## config.mk

```make
export PLATFORM = sky130hd
export DESIGN_NAME = div_ctrl
export DESIGN_NICKNAME = d
export VERILOG_FILES = /design/src/rtl/div_ctrl_pkg.sv /design/src/rtl/div_ctrl_core.sv /design/src/rtl/div_ctrl.sv
export SDC_FILE = /design/constraint.sdc
export NUM_CORES = 1
export LEC_CHECK = 0
export CAP_MARGIN = 30
export CORE_ASPECT_RATIO = 1.4
export CORE_MARGIN = 2
export CORE_UTILIZATION = 42
export CTS_CLUSTER_DIAMETER = 150
export DETAILED_ROUTE_END_ITERATION = 10
export HOLD_SLACK_MARGIN = 0.05
export SLEW_MARGIN = 20
export SYNTH_ARGS = -nofsm -noshare
export SYNTH_HDL_FRONTEND = slang
export SYNTH_HIERARCHICAL = 1
export SYNTH_SLANG_ARGS = --single-unit
```

## constraint.sdc

```tcl
create_clock -name inCLK -period 6.6 [get_ports inCLK]
set_input_delay 1.32 -clock inCLK [delete_from_list [all_inputs] [get_ports inCLK]]
set_output_delay 1.32 -clock inCLK [all_outputs]
set_load 0.02 [all_outputs]
```

## src/rtl/div_ctrl_pkg.sv

```systemverilog
// Shared types and constants for the div_ctrl clock-divider controller.
package div_ctrl_pkg;

    typedef enum logic {
        IDLE = 1'b0,
        RUN  = 1'b1
    } ctrlState;

    localparam int MIN_DIV   = 2;
    localparam int TICKCNT_W = 16;

endpackage

```

## src/rtl/div_ctrl_core.sv

```systemverilog
// Period counter for div_ctrl: owns cnt, the wrap compare and the registered
// outCLK / tick outputs. The parent supplies the active and next divisor.
module div_ctrl_core #(
    parameter int WIDTH = 28
) (
    input  logic             clk,
    input  logic             rst,
    input  logic             loadStart,
    input  logic             runEn,
    input  logic             stopNow,
    input  logic [WIDTH-1:0] div,
    input  logic [WIDTH-1:0] divNext,
    output logic             wrap,
    output logic             outClk,
    output logic             tick
);

    logic [WIDTH-1:0] cnt;
    logic [WIDTH-1:0] cntNext;

    always_comb begin
        wrap    = runEn && (cnt == (div - WIDTH'(1)));
        cntNext = cnt;
        if (loadStart) begin
            cntNext = '0;
        end else if (runEn) begin
            cntNext = wrap ? '0 : cnt + WIDTH'(1);
        end
    end

    // outCLK is high for the first floor(N/2) counts of each period, so the
    // rising edge always lines up with cnt returning to zero.
    always_ff @(posedge clk) begin
        if (rst) begin
            cnt    <= '0;
            outClk <= 1'b0;
            tick   <= 1'b0;
        end else begin
            cnt <= cntNext;
            if (loadStart || (runEn && !stopNow)) begin
                outClk <= (cntNext < (divNext >> 1));
            end else begin
                outClk <= 1'b0;
            end
            tick <= runEn && wrap && !stopNow;
        end
    end

endmodule

```

## src/rtl/div_ctrl.sv

```systemverilog
// Slow-clock controller: start / graceful stop FSM plus a ready/valid divisor
// reload applied only at period boundaries. Optional macro: DIV_CTRL_TICKCNT_EN.
module div_ctrl
    import div_ctrl_pkg::*;
#(
    parameter int          WIDTH       = 28,
    parameter int unsigned DEFAULT_DIV = 100_000_000
) (
    input  logic                 inCLK,
    input  logic                 inRST,
    input  logic                 start,
    input  logic                 stop,
    input  logic                 cfgValid,
    input  logic [WIDTH-1:0]     cfgDiv,
    output logic                 cfgReady,
    output logic                 outCLK,
    output logic                 tickOut,
`ifdef DIV_CTRL_TICKCNT_EN
    output logic                 running,
    output logic [TICKCNT_W-1:0] tickCnt
`else
    output logic                 running
`endif
);

    function automatic logic [WIDTH-1:0] clampDiv(input logic [WIDTH-1:0] d);
        return (d < WIDTH'(MIN_DIV)) ? WIDTH'(MIN_DIV) : d;
    endfunction

    ctrlState         state;
    ctrlState         stateNext;
    logic [WIDTH-1:0] div;
    logic [WIDTH-1:0] divNext;
    logic [WIDTH-1:0] shadowDiv;
    logic             shadowVld;
    logic             shadowVldNext;
    logic             stopPend;
    logic             stopPendNext;
    logic             accept;
    logic             runEn;
    logic             loadStart;
    logic             wrap;
    logic             stopNow;

    assign cfgReady  = !shadowVld;
    assign accept    = cfgValid && cfgReady;
    assign runEn     = (state == RUN);
    assign loadStart = (state == IDLE) && start;
    // A stop seen on the wrap cycle itself ends the run at that wrap.
    assign stopNow   = runEn && wrap && (stopPend || stop);
    assign running   = runEn;

    always_comb begin
        stateNext     = state;
        divNext       = div;
        shadowVldNext = shadowVld;
        stopPendNext  = stopPend;
        case (state)
            IDLE: begin
                stopPendNext = 1'b0;
                // A divisor accepted on the stopping wrap lands here.
                if (shadowVld) begin
                    divNext       = shadowDiv;
                    shadowVldNext = 1'b0;
                end else if (accept) begin
                    divNext = clampDiv(cfgDiv);
                end
                if (start) begin
                    stateNext = RUN;
                end
            end
            RUN: begin
                if (stop) begin
                    stopPendNext = 1'b1;
                end
                if (accept) begin
                    shadowVldNext = 1'b1;
                end
                if (wrap) begin
                    if (shadowVld) begin
                        divNext       = shadowDiv;
                        shadowVldNext = 1'b0;
                    end
                    if (stopPend || stop) begin
                        stateNext    = IDLE;
                        stopPendNext = 1'b0;
                    end
                end
            end
            default: stateNext = IDLE;
        endcase
    end

    always_ff @(posedge inCLK) begin
        if (inRST) begin
            state     <= IDLE;
            div       <= WIDTH'(DEFAULT_DIV);
            shadowVld <= 1'b0;
            stopPend  <= 1'b0;
        end else begin
            state     <= stateNext;
            div       <= divNext;
            shadowVld <= shadowVldNext;
            stopPend  <= stopPendNext;
        end
    end

    always_ff @(posedge inCLK) begin
        if (accept && runEn) begin
            shadowDiv <= clampDiv(cfgDiv);
        end
    end

    div_ctrl_core #(
        .WIDTH(WIDTH)
    ) core (
        .clk      (inCLK),
        .rst      (inRST),
        .loadStart(loadStart),
        .runEn    (runEn),
        .stopNow  (stopNow),
        .div      (div),
        .divNext  (divNext),
        .wrap     (wrap),
        .outClk   (outCLK),
        .tick     (tickOut)
    );

`ifdef DIV_CTRL_TICKCNT_EN
    always_ff @(posedge inCLK) begin
        if (inRST || loadStart) begin
            tickCnt <= '0;
        end else if (tickOut) begin
            tickCnt <= tickCnt + TICKCNT_W'(1);
        end
    end
`endif

endmodule

```

Yosys cells after proc, flatten, opt, wreduce, memory -nomap -nowiden
Cells that the tools add are included.
Widths: inputs -> output; s select.
Word-level totals
  RAM bits: 0
  logic and storage cells: 54
  latch bits: 0
  memories: 0
  bits in read-only memories: 0
  register bits: 89
  bits of input ports: 33
Cells by class
  muxes and demuxes: 21
  eq/ne operators: 4
  shift operators: 0
  reduce and logical (&&, ||, !) cells: 14
  order comparisons: 2
  $mul: 0
  add/subtract/negate cells: 2
  bitwise logic cells: 2
  divide/modulo/power cells: 0
Operators by type and width (number)
  $mux 28: 8
  $pmux 28 s2: 1
  $add 28x1->28 const B: 1
  $eq 28x28->1: 1
  $lt 28x2->1 const B: 1
  $lt 28x27->1: 1
  $sub 28x1->28 const B: 1
  $mux 1: 9
  $logic_and 1x1->1: 8
  $pmux 1 s2: 3
  $ne 2x1->1 const B: 2
  $ne 3x3->1 const B: 1
  $reduce_and 3->1: 1
  $logic_not 1->1: 2
  $logic_or 1x1->1: 2
  $not 1->1: 2
  $reduce_or 2->1: 1

Logic depth before layout (Yosys ltp)
  depth in word-level cells: 10
  mapped depth: 23
  mapped depth without buffers: 21

Hierarchy
The synthesis kept the hierarchy.
By module, submodules not included
  div_ctrl_core: times used 1, sequential area each 600.6 µm², cells each 440, area each 3418.3 µm²
  div_ctrl: times used 1, sequential area each 1461.4 µm², cells each 297, area each 2805.2 µm²

Worst setup path after synthesis
Ideal clock, no wire load.
  path type: reg-to-reg
  from: reg div[10]
  to: reg core.outClk
  path slack: 1.226 ns
  data required time: 6.484 ns
  stages on the path, launching flop included: 23
  data arrival time: 5.258 ns
  library setup time: 0.116 ns
  clock period less this slack: 5.374 ns
  path through: dfxtp_1 buf_6 or4_4 or3_1 clkbuf_1 a2111o_1 a22oi_2 o211ai_4 nor4_4 buf_6 nand2b_1 buf_4 buf_2 o22ai_1 a31oi_1 inv_1 ha_1 nand3_1 nor4_1 nand2_1 or4_1 o21a_1 a31o_2
RTL lines
  start: declaration: RTL line div_ctrl.sv:32  | logic [WIDTH-1:0] div;
  start signal: assignment: RTL line div_ctrl.sv:97  | div <= WIDTH'(DEFAULT_DIV);
  start signal: assignment: RTL line div_ctrl.sv:102  | div <= divNext;
  $sub 28x1->28: RTL line div_ctrl_core.sv:22  | wrap = runEn && (cnt == (div - WIDTH'(1)));
  $eq 28x28->1: RTL line div_ctrl_core.sv:22
  $logic_and 1x1->1: RTL line div_ctrl_core.sv:22
  via wrap: RTL line div_ctrl.sv:42  | logic wrap;
  $mux 28: RTL line div_ctrl.sv:79  | if (wrap) begin
  $pmux 28 s2: RTL line div_ctrl.sv:58  | case (state)
  via divNext[25]: RTL line div_ctrl.sv:33  | logic [WIDTH-1:0] divNext;
  $lt 28x27->1: RTL line div_ctrl_core.sv:41  | outClk <= (cntNext < (divNext >> 1));
  end signal: assignment: RTL line div_ctrl_core.sv:41
  end: declaration: RTL line div_ctrl_core.sv:14  | output logic outClk,
The timed path passes the listed nets, and every way through them passes these cells. The select of a mux whose other input is x is not followed.
A chain may end at the register's enable or synchronous reset.

Worst setup path after layout
Same ends and word-level chain as after synthesis.

==> flow_metrics.env <==
export IMPL_outcome="finished clean"
export IMPL_syn2layout_area_growth_pct=10.3
export IMPL_worst_slew_pin_slew_ns=0.969
export IMPL_die_y_microns=148
export IMPL_diodes=0
export IMPL_fmax_mhz=182
export IMPL_seqPwrFrac=0.441
export IMPL_criticalPathCategory="flip-flop to flip-flop"
export IMPL_clk_latency_ns=0.35
export IMPL_tns_ns=0
export IMPL_final_core_util=0.475
export IMPL_critical_path_max_stage_delay_ns=0.59
export IMPL_cts_sinks=89
export IMPL_syn_area_sq_mm=0.00622
export IMPL_p_leak_nw=2.47
export IMPL_period_needed_ns=5.48
export IMPL_r2r_end="core/outClk"
export IMPL_hold_buffers=0
export IMPL_hold_class="flip-flop to flip-flop"
export IMPL_yosysWarningCount=6
export IMPL_slowest_stage="or4_4"
export IMPL_final_setup_skew_ns=0.00782
export IMPL_dp_hpwl_mm=14.2
export IMPL_power_density_mw_per_mm2=207
export IMPL_wl_per_cell_microns=20.3
export IMPL_worstPathRequired_ns=6.84
export IMPL_vias_per_cell=6.06
export IMPL_ctsResizeCount=0
export IMPL_cts_buffers_inserted=9
export IMPL_swShare=0.300
export IMPL_p_clk_frac=0.364
export IMPL_holdPathStages=2
export IMPL_first_iter_violations=415
export IMPL_dieArea_sq_mm=0.0158
export IMPL_finalSetupViolations=0
export IMPL_synth_cells=736
export IMPL_hold_end="stopPend"
export IMPL_drt_total_wl_mm=18.9
export IMPL_rows=52
export IMPL_regToRegSetupSlack_ns=1.12
export IMPL_clockBufferDepth=2
export IMPL_fin_nets=794
export IMPL_cts_root_buf="clkbuf_16"
export IMPL_grt_overflow_total=0
export IMPL_clk_pin_slew_ns=0.07
export IMPL_min_from="stopPend"
export IMPL_antenna_found_initial=0
export IMPL_grt_max_degree=53
export IMPL_crit_top_cell="o21a_1"
export IMPL_grt_pass1_vias=5450
export IMPL_timing_rr_start="div[10]"
export IMPL_peakVddDrop_mv=0.103
export IMPL_slew_headroom=0.352
export IMPL_vias=5622
export IMPL_hold_viol_final=0
export IMPL_floorplan_initialDensity=0.431
export IMPL_drive_above_1_share=0.0976
export IMPL_fp_dieW_microns=107
export IMPL_post_cts_buffers=0
export IMPL_antenna_left=0
export IMPL_cp_cell_sequence="or4_4, or3_1, o21a_1, a211o_1, o22ai_1, nor4_4, and2b_2, nor3_1, a311oi_1, inv_1, ha_1, nand4_1, nor4_1, nand2_1, or4_1, o21a_1, a31o_2"
export IMPL_firstDrtPassIters=5
export IMPL_rsz0062_at_grt="false"
export IMPL_placed_area_sq_mm=0.00658
export IMPL_reg2reg_depth=17
export IMPL_cts_tree="done"
export IMPL_routabilityCongestion=0.943
export IMPL_synth_nets=797
export IMPL_worstPathArrival_ns=5.73
export IMPL_worstSetupEndpointType="flip-flop"
export IMPL_fin_crit_sh=0.831
export IMPL_drv_cap=0
export IMPL_final_cell_mix="80 x nand2_1, 61 x nor2_1, 61 x dfxtp_1"
export IMPL_critPathMaxFanout=15
export IMPL_final_common_cell="nand2_1"
export IMPL_htreeDepth=3
export IMPL_avgSynthCellArea_sq_um=8.45
export IMPL_finalMaxSlewViolations=0
export IMPL_worstSetupStartpointType="flip-flop"
export IMPL_fin_area_sq_mm=0.00686
export IMPL_io_pins=37
export IMPL_switching_power_uw=426
export IMPL_grt_pass1_wl_mm=29.4
export IMPL_track_usage=0.243
export IMPL_drc=0
export IMPL_core_area_sq_mm=0.0144
export IMPL_fillers=1435
export IMPL_io_buffers=36
export IMPL_pwr_share_comb=0.195
export IMPL_internal_power_uw=994
## worst max-delay path by stage
stage / startpoint / endpoint / slack [ns] / depth (start not counted)
final: div[10] / core/outClk / 1.12 / 17
after detailed placement: div[10] / core/outClk / 1.09 / 17
after global routing: div[10] / core/outClk / 0.78 / 17
after floorplan: div[10] / core/outClk / 1.23 / 22
after global placement: div[17] / core/outClk / 1.14 / 14
after CTS: div[10] / core/outClk / 1.08 / 17
## routing by layer
metal  track usage  up-vias  routed length (microns)
met2         0.424      191                     9430
met3        0.0300       30                      816
met5             0        -                        0
li1              -     2671                        -
met1         0.309     2730                     8200
met4        0.0760        0                      417
## cell type report
| cell class | count | area [sq um] | share of cell area |
|---|---|---|---|
| Tap cell | 189 | 236 | 0.0345 |
| Inverter | 36 | 135 | 0.0197 |
| Clock inverter | 6 | 57.6 | 0.00839 |
| Multi-Input combinational cell | 549 | 3690 | 0.538 |
| Sequential cell | 89 | 2060 | 0.300 |
| Timing Repair Buffer | 48 | 450 | 0.0656 |
| Clock buffer | 10 | 229 | 0.0334 |
## flip-flops by register name (all words and copies together), names as in the netlist
name and flops:
core/outClk 1, core/cnt 28, shadowVld 1, stopPend 1, div 28, running 1, core/tick 1, shadowDiv 28
## worst max-delay path, delay by kind of cell (launching register included)
| family | cells | cell delay (ns) |
|---|---|---|
| AO/OA/AOI/OAI | 6 | 1.74 |
| adder cells (fa/ha/maj) | 1 | 0.32 |
| flip-flops | 1 | 0.42 |
| buffers and inverters | 1 | 0.08 |
| AND/OR/NAND/NOR | 9 | 2.82 |
## through the flow
| stage | hold slack (ns) | setup WS [ns] | total power [mW] | cells |
|---|---|---|---|---|
| global route | 0.577 | 0.779 | 1.48 | 927 |
| finish | 0.534 | 1.12 | 1.42 | 927 |
| global placement | 0.498 | 1.14 | 0.906 | 911 |
| floorplan | 0.471 | 1.23 | 0.822 | 736 |
| CTS | 0.532 | 1.08 | 1.42 | 927 |
| detailed placement | 0.516 | 1.09 | 0.910 | 911 |
## power groups by stage
stage	clock network [mW]	logic [mW]	registers, mW
after floorplan	0	0.200	0.622
after detailed placement	0	0.273	0.637
after global routing	0.548	0.302	0.629
after global placement	0	0.270	0.636
after CTS	0.525	0.274	0.625
final	0.517	0.276	0.626
No activity file was read; power rests on OpenSTA's default activity.
